**src/rtl/instruction_reg.sv**
```systemverilog
// rtl/instruction_reg.sv - A32 instruction decode register
// Classifies IR into an instruction class and extracts its fields, all outputs registered.
module instruction_reg (
    input  logic        clk,
    input  logic        rst,
    input  logic [31:0] IR,
    output logic [4:0]  inst,
    output logic        I,
    output logic        S,
    output logic [1:0]  stype,
    output logic [3:0]  addr_Rn,
    output logic [3:0]  addr_Rd,
    output logic [3:0]  addr_Rm,
    output logic [3:0]  addr_Rs,
    output logic [4:0]  imm_shift,
    output logic [11:0] imm_OP_2,
    output logic        br_L,
    output logic [23:0] br_offset,
    output logic [1:0]  imod,
    output logic        M,
    output logic        A,
    output logic        IRQ,
    output logic        FIQ,
    output logic [4:0]  mode,
    output logic [4:0]  single_trans_f
);

    localparam logic [4:0] INST_MOV_LAS = 5'h10;
    localparam logic [4:0] INST_BRANCH  = 5'h11;
    localparam logic [4:0] INST_LDST    = 5'h12;
    localparam logic [4:0] INST_CPS     = 5'h13;
    localparam logic [4:0] INST_NOP     = 5'h1F;

    typedef struct packed {
        logic [4:0]  inst;
        logic        i;
        logic        s;
        logic [1:0]  stype;
        logic [3:0]  rn;
        logic [3:0]  rd;
        logic [3:0]  rm;
        logic [3:0]  rs;
        logic [4:0]  shamt;
        logic [11:0] op2;
        logic        br_l;
        logic [23:0] br_off;
        logic [1:0]  imod;
        logic        m;
        logic        a;
        logic        irq;
        logic        fiq;
        logic [4:0]  mode;
        logic [4:0]  stf;
    } dec_t;

    localparam dec_t DEC_NOP = '{inst: INST_NOP, default: '0};

    dec_t w_dec;
    dec_t r_dec;
    logic w_is_cps;
    logic w_is_dp;

    assign w_is_cps = (IR[31:20] == 12'hF10) && !IR[5];
    // Register-operand forms with IR[7] and IR[4] both set are multiply/extra
    // load-store space, which this decoder does not support.
    assign w_is_dp  = (IR[27:26] == 2'b00) && !(!IR[25] && IR[7] && IR[4]);

    always_comb begin
        w_dec = DEC_NOP;
        if (w_is_cps) begin
            w_dec.inst = INST_CPS;
            w_dec.imod = IR[19:18];
            w_dec.m    = IR[17];
            w_dec.a    = IR[8];
            w_dec.irq  = IR[7];
            w_dec.fiq  = IR[6];
            w_dec.mode = IR[4:0];
        end else if (IR[31:28] == 4'hF) begin
            w_dec = DEC_NOP;
        end else if (IR[27:25] == 3'b101) begin
            w_dec.inst   = INST_BRANCH;
            w_dec.br_l   = IR[24];
            w_dec.br_off = IR[23:0];
        end else if (IR[27:26] == 2'b01) begin
            w_dec.inst = INST_LDST;
            w_dec.i    = IR[25];
            w_dec.stf  = IR[24:20];
            w_dec.rn   = IR[19:16];
            w_dec.rd   = IR[15:12];
            w_dec.op2  = IR[11:0];
            if (IR[25]) begin
                w_dec.rm    = IR[3:0];
                w_dec.stype = IR[6:5];
                w_dec.shamt = IR[11:7];
            end
        end else if (w_is_dp) begin
            w_dec.inst = {1'b0, IR[24:21]};
            w_dec.s    = IR[20];
            w_dec.rn   = IR[19:16];
            w_dec.rd   = IR[15:12];
            w_dec.op2  = IR[11:0];
            if (IR[25]) begin
                w_dec.i = 1'b1;
            end else begin
                w_dec.rm    = IR[3:0];
                w_dec.stype = IR[6:5];
                if (IR[4]) begin
                    w_dec.rs = IR[11:8];
                end else begin
                    w_dec.shamt = IR[11:7];
                end
                // Register MOV gets its own class; I then distinguishes immediate vs Rs shift.
                if (IR[24:21] == 4'b1101) begin
                    w_dec.inst = INST_MOV_LAS;
                    w_dec.i    = ~IR[4];
                end
            end
        end
    end

    always_ff @(posedge clk or negedge rst) begin
        if (!rst) begin
            r_dec <= DEC_NOP;
        end else begin
            r_dec <= w_dec;
        end
    end

    assign inst           = r_dec.inst;
    assign I              = r_dec.i;
    assign S              = r_dec.s;
    assign stype          = r_dec.stype;
    assign addr_Rn        = r_dec.rn;
    assign addr_Rd        = r_dec.rd;
    assign addr_Rm        = r_dec.rm;
    assign addr_Rs        = r_dec.rs;
    assign imm_shift      = r_dec.shamt;
    assign imm_OP_2       = r_dec.op2;
    assign br_L           = r_dec.br_l;
    assign br_offset      = r_dec.br_off;
    assign imod           = r_dec.imod;
    assign M              = r_dec.m;
    assign A              = r_dec.a;
    assign IRQ            = r_dec.irq;
    assign FIQ            = r_dec.fiq;
    assign mode           = r_dec.mode;
    assign single_trans_f = r_dec.stf;

endmodule

```
**config.mk**
```make
export PLATFORM = sky130hd
export DESIGN_NAME = instruction_reg
export DESIGN_NICKNAME = d
export VERILOG_FILES = /design/src/rtl/instruction_reg.sv
export SDC_FILE = /design/constraint.sdc
export NUM_CORES = 1
export LEC_CHECK = 0
export BUFFER_PORTS_ARGS = -buffer_cell sky130_fd_sc_hd__buf_2
export CORE_ASPECT_RATIO = 0.8
export CORE_MARGIN = 2
export CORE_UTILIZATION = 50
export CTS_BUF_LIST = sky130_fd_sc_hd__clkbuf_8
export DETAILED_ROUTE_END_ITERATION = 16
export PLACE_DENSITY = 0.82
export SLEW_MARGIN = 20
export SYNTH_ARGS = -nofsm -noshare
export SYNTH_HDL_FRONTEND = slang
export SYNTH_SLANG_ARGS = --single-unit
```
**constraint.sdc**
```tcl
create_clock -name clk -period 1.8 [get_ports clk]
set_input_delay 0.36 -clock clk [delete_from_list [all_inputs] [get_ports clk]]
set_output_delay 0.36 -clock clk [all_outputs]
set_load 0.05 [all_outputs]
```
### Word level (Yosys, flattened, before mapping)

Cells that the tools add are included.

* muxes and demuxes: 33
* bitwise gates (word level): 1
* reductions and logical operators: 8
* eq/ne operators: 5

Operator list (count)
* $mux 67: 1
* $mux 62: 1
* $mux 6: 8
* $mux 5: 9
* $mux 42: 1
* $mux 37: 1
* $mux 25: 1
* $mux 17: 1
* $mux 14: 1
* $mux 13: 1
* $eq 12x12->1 const B: 1
* $mux 4: 3
* $mux 11: 1
* $eq 4x4->1 const B: 2
* $logic_and 1x1->1: 4
* $mux 2: 2
* $eq 3x3->1 const B: 1
* $logic_not 1->1: 3
* $eq 2x1->1 const B: 1
* $logic_not 2->1: 1
* $mux 1: 2
* $not 1->1: 1

* input port bits: 34
* flip-flop bits (word level): 83

### Depth between registers and ports, before layout

* depth after elaboration: 16
* depth in mapped cells: 5
* depth with buffers taken out: 3

### Worst setup path before layout

Ideal clock, no wire load.

* kind: input to register
* start: in IR[25]
* end: reg r_dec (netlist bit A)
* setup time: 0.066 ns
* stages: 4
* data required time: 1.734 ns
* slack: 0.351 ns
* path buffers: 1
* arrival: 1.384 ns
* cells stage by stage: or4_4 -> nor4_4 -> buf_6 -> and2_1

RTL lines
* start, declared: RTL line 6 `input logic [31:0] IR,`
* end signal, assigned: RTL line 125 `r_dec <= w_dec;`
* end, declared: RTL line 59 `dec_t r_dec;`

### Worst setup path in the final report

* start: reg r_dec (netlist bit inst[2])
* end: out inst[2]

RTL lines
* end, declared: RTL line 7 `output logic [4:0] inst,`

No word-level cell between the ends.

==> results.py <==
metrics = {
    "outcome": {
        "outcome": "finished, final reports clean",
    },
    "sta": {
        "finalSetupTns_ns": 0,
        "finalCritPeriodShare_pct": 83.6,
        "slew_headroom_pct": 54.8,
        "setup_viol": 0,
        "period_needed_ns": 1.50,
        "rsz0062_at_grt": "false",
        "slew_viol_final": 0,
        "max_freq_ghz": 0.665,
        "holdWs_ns": 0.231,
        "hold_viol_final": 0,
        "worstMarginPinSlew_ns": 0.675,
    },
    "power_and_ir_drop": {
        "ir_drop_v": 0.000574,
        "power.density_nw_per_um2": 991,
        "p_leak_nw": 2.15,
    },
    "clock_network": {
        "clkSlewWorstSetupHoldPaths_ns": 0.09,
        "cts_root_buf": "clkbuf_8",
        "cts_tree": "yes",
        "clock_sinks": 83,
        "clk_path_buf_depth": 2,
        "cts_resized": 0,
        "numCtsBuffers": 9,
        "cts_setup_buffers": 0,
        "holdBufCountCts": 1,
        "htree_num_levels": 3,
    },
    "drt": {
        "num_vias": 2028,
        "drc": 0,
        "drt-initial-drc-count": 83,
        "routed_wl_um": 6500,
        "drt_first_pass_iters": 4,
        "wl_met2_um": 3270,
        "wl_met1_um": 2790,
        "top_layer": "met4",
        "ant_nets": 0,
        "wl_met3_um": 392,
        "wl_per_cell_um": 15.1,
        "via_per_inst": 4.71,
    },
    "finish": {
        "multiInputGateArea_um2": 739,
        "regArea_um2": 2080,
        "syn_to_final_growth_pct": 32.3,
        "nFillCells": 433,
        "drive_above_1_share_pct": 41.9,
        "nets": 382,
        "n_antenna_cell": 0,
    },
    "worst_setup_path": {
        "crit_required_ns": 1.44,
        "critPathTopFamily": "flip-flops",
        "cp-start-kind": "register",
        "cp_num_buf_inv": 1,
        "critical_path_class": "reg -> out",
        "cp_max_fo": 1,
        "critPathSlowestCell": "dfstp_2",
        "arrival_ns": 1.14,
        "endpoint_kind": "output pin",
        "cpPeakStageDelay_ns": 0.54,
        "crit_chain": "buf_2",
    },
    "floorplanning": {
        "fp.coreArea_um2": 5500,
        "die_w_um": 88.6,
        "io_pins": 117,
        "die-area_um2": 6360,
        "fp.dieH_um": 71.7,
        "start_util_pct": 52.1,
        "rows": 24,
    },
    "global_routing": {
        "grt-ovfl-total": 0,
        "grt_first_pass_wirelength_um": 9930,
        "antenna_found_initial": 0,
        "grt_usage_pct": 21.5,
        "grt_pass1_vias": 1983,
        "grt_max_degree": 41,
    },
    "synth": {
        "syn-instance-count": 219,
        "yosysTopAreaCellShare_pct": 68.1,
        "synthesis.nets": 253,
        "yosysSeqAreaShare_pct": 72.7,
        "synth.top_cells.by_area": "dfrtp_1 68%, and2_1 10%, dfstp_2 4.6%",
        "yosys_warnings": 0,
        "synthDistinctLibCells": 33,
        "syn_area_per_cell_um2": 13.1,
        "syn_area_um2": 2870,
        "yosysTopAreaCell": "dfrtp_1",
        "synth_seq_cells": 83,
    },
    "hold_path": {
        "hp-class": "in -> reg",
    },
    "placement": {
        "hpwl_um": 4640,
        "gp_congestion": 0.815,
        "portBuffers": 116,
    },
    "job": {
        "drv_cap": 0,
    },
}
tightest hold or removal path, stage by stage:
cell,delay (ns)
buf_2,0.09
nand2_1,0.06
nor2_1,0.04
synthesized netlist by cell type:
cell type  number
nor3_1          2
o211ai_1        1
nand2b_1        3
a211oi_1        3
or4_4           1
o21a_1          1
nand4bb_1       1
o31ai_1         2
o21ai_1         2
nand2_1        14
or4bb_1         2
dfstp_2         5
inv_1           1
xnor2_1         1
and4_1          1
nor4_1          1
buf_6           1
nor4_4          1
nor2_1         31
clkbuf_1        6
nand3_1         1
or3_1           2
nor4b_1         1
or2_1           1
or2b_1          1
and2_1         46
buf_2           1
nand4_1         1
and3b_1         2
nand3b_1        3
dfrtp_1        78
and3_1          1
o311ai_1        1
final timing paths:
| kind | from | cells past startpoint | end |
|---|---|---|---|
| max in group asynchronous | rst | 3 | imm_OP_2[9] |
| setup / recovery | inst[2] | 1 | inst[2] |
| hold / removal | IR[14] | 3 | addr_Rd[2] |
| min in group asynchronous | rst | 2 | br_offset[1] |
per-stage QoR:
stage,instances,area [µm²],utilization [%],total power [mW],worst slack [ns]
detailed placement,414,3590,65.3,2.54,0.101
global route,431,3790,69.0,3.91,0.261
floorplan,219,2870,-,2.34,0.351
finish,431,3790,69.0,3.76,0.295
CTS,431,3790,69.0,3.79,0.278
global placement,414,3590,65.3,2.53,0.137
sequential cells by signal, summed over array words and instances, names as in the netlist:
name and flops:
br_offset 24, imm_OP_2 12, imm_shift 5, inst 5, mode 5, single_trans_f 5, addr_Rd 4, addr_Rm 4
addr_Rn 4, addr_Rs 4, imod 2, stype 2, A 1, FIQ 1, I 1, IRQ 1
M 1, S 1, br_L 1
final cells by class:
cell class                 count  share of cell area [%]
multi-input combinational    127                    19.5
clock inverter                 5                    1.09
timing repair buffer         126                    17.8
sequential                    83                    55.0
tap                           78                    2.58
inverter                       1                  0.0990
clock buffer                  11                    3.99
placed cells by master, fill, tap and decap left out:
| cell type | instances |
|---|---|
| dfrtp_1 | 78 |
| dlygate4sd3_1 | 1 |
| nor4_4 | 1 |
| and3b_1 | 2 |
| inv_6 | 3 |
| nand2_1 | 14 |
| or3_1 | 2 |
| buf_4 | 9 |
| clkinvlp_4 | 2 |
| dfstp_2 | 5 |
| buf_2 | 115 |
| and4_1 | 1 |
| nand3_1 | 1 |
| nor3_1 | 2 |
| nor2_1 | 31 |
| o311ai_1 | 1 |
| or4_4 | 1 |
| inv_1 | 1 |
| or2b_1 | 1 |
| and3_1 | 1 |
| or2_1 | 1 |
| o211ai_1 | 1 |
| o31ai_1 | 2 |
| o21ai_1 | 2 |
| o21a_1 | 1 |
| nor4_1 | 1 |
| buf_12 | 1 |
| nand2b_1 | 3 |
| and2_1 | 46 |
| xnor2_1 | 1 |
| nand4_1 | 1 |
| a211oi_1 | 3 |
| or4bb_1 | 2 |
| clkbuf_8 | 11 |
| nand4bb_1 | 1 |
| nor4b_1 | 1 |
| nand3b_1 | 3 |
power breakdown:
group          switching [mW]  internal, mW
clock                   0.668         0.591
combinational           0.415         0.131
sequential             0.0169          1.94
cells by family (layout without fill, tap and decap cells):
kind of cell,count (synthesis),count (layout),synth area share [%]
and+or+nand+nor,116,116,23.0
buffers and inverters,9,143,1.48
AOI/OAI and AO/OA,10,10,2.49
DFF,83,83,72.7
xor gates and xnor gates,1,1,0.306
per-layer routing:
| layer | vias up | track usage (%) |
|---|---|---|
| met5 | - | 0 |
| met4 | 0 | 6.23 |
| met3 | 5 | 7.26 |
| met2 | 80 | 35.1 |
| met1 | 984 | 27.4 |
| li1 | 959 | - |
No activity file was read; power rests on OpenSTA's default activity.
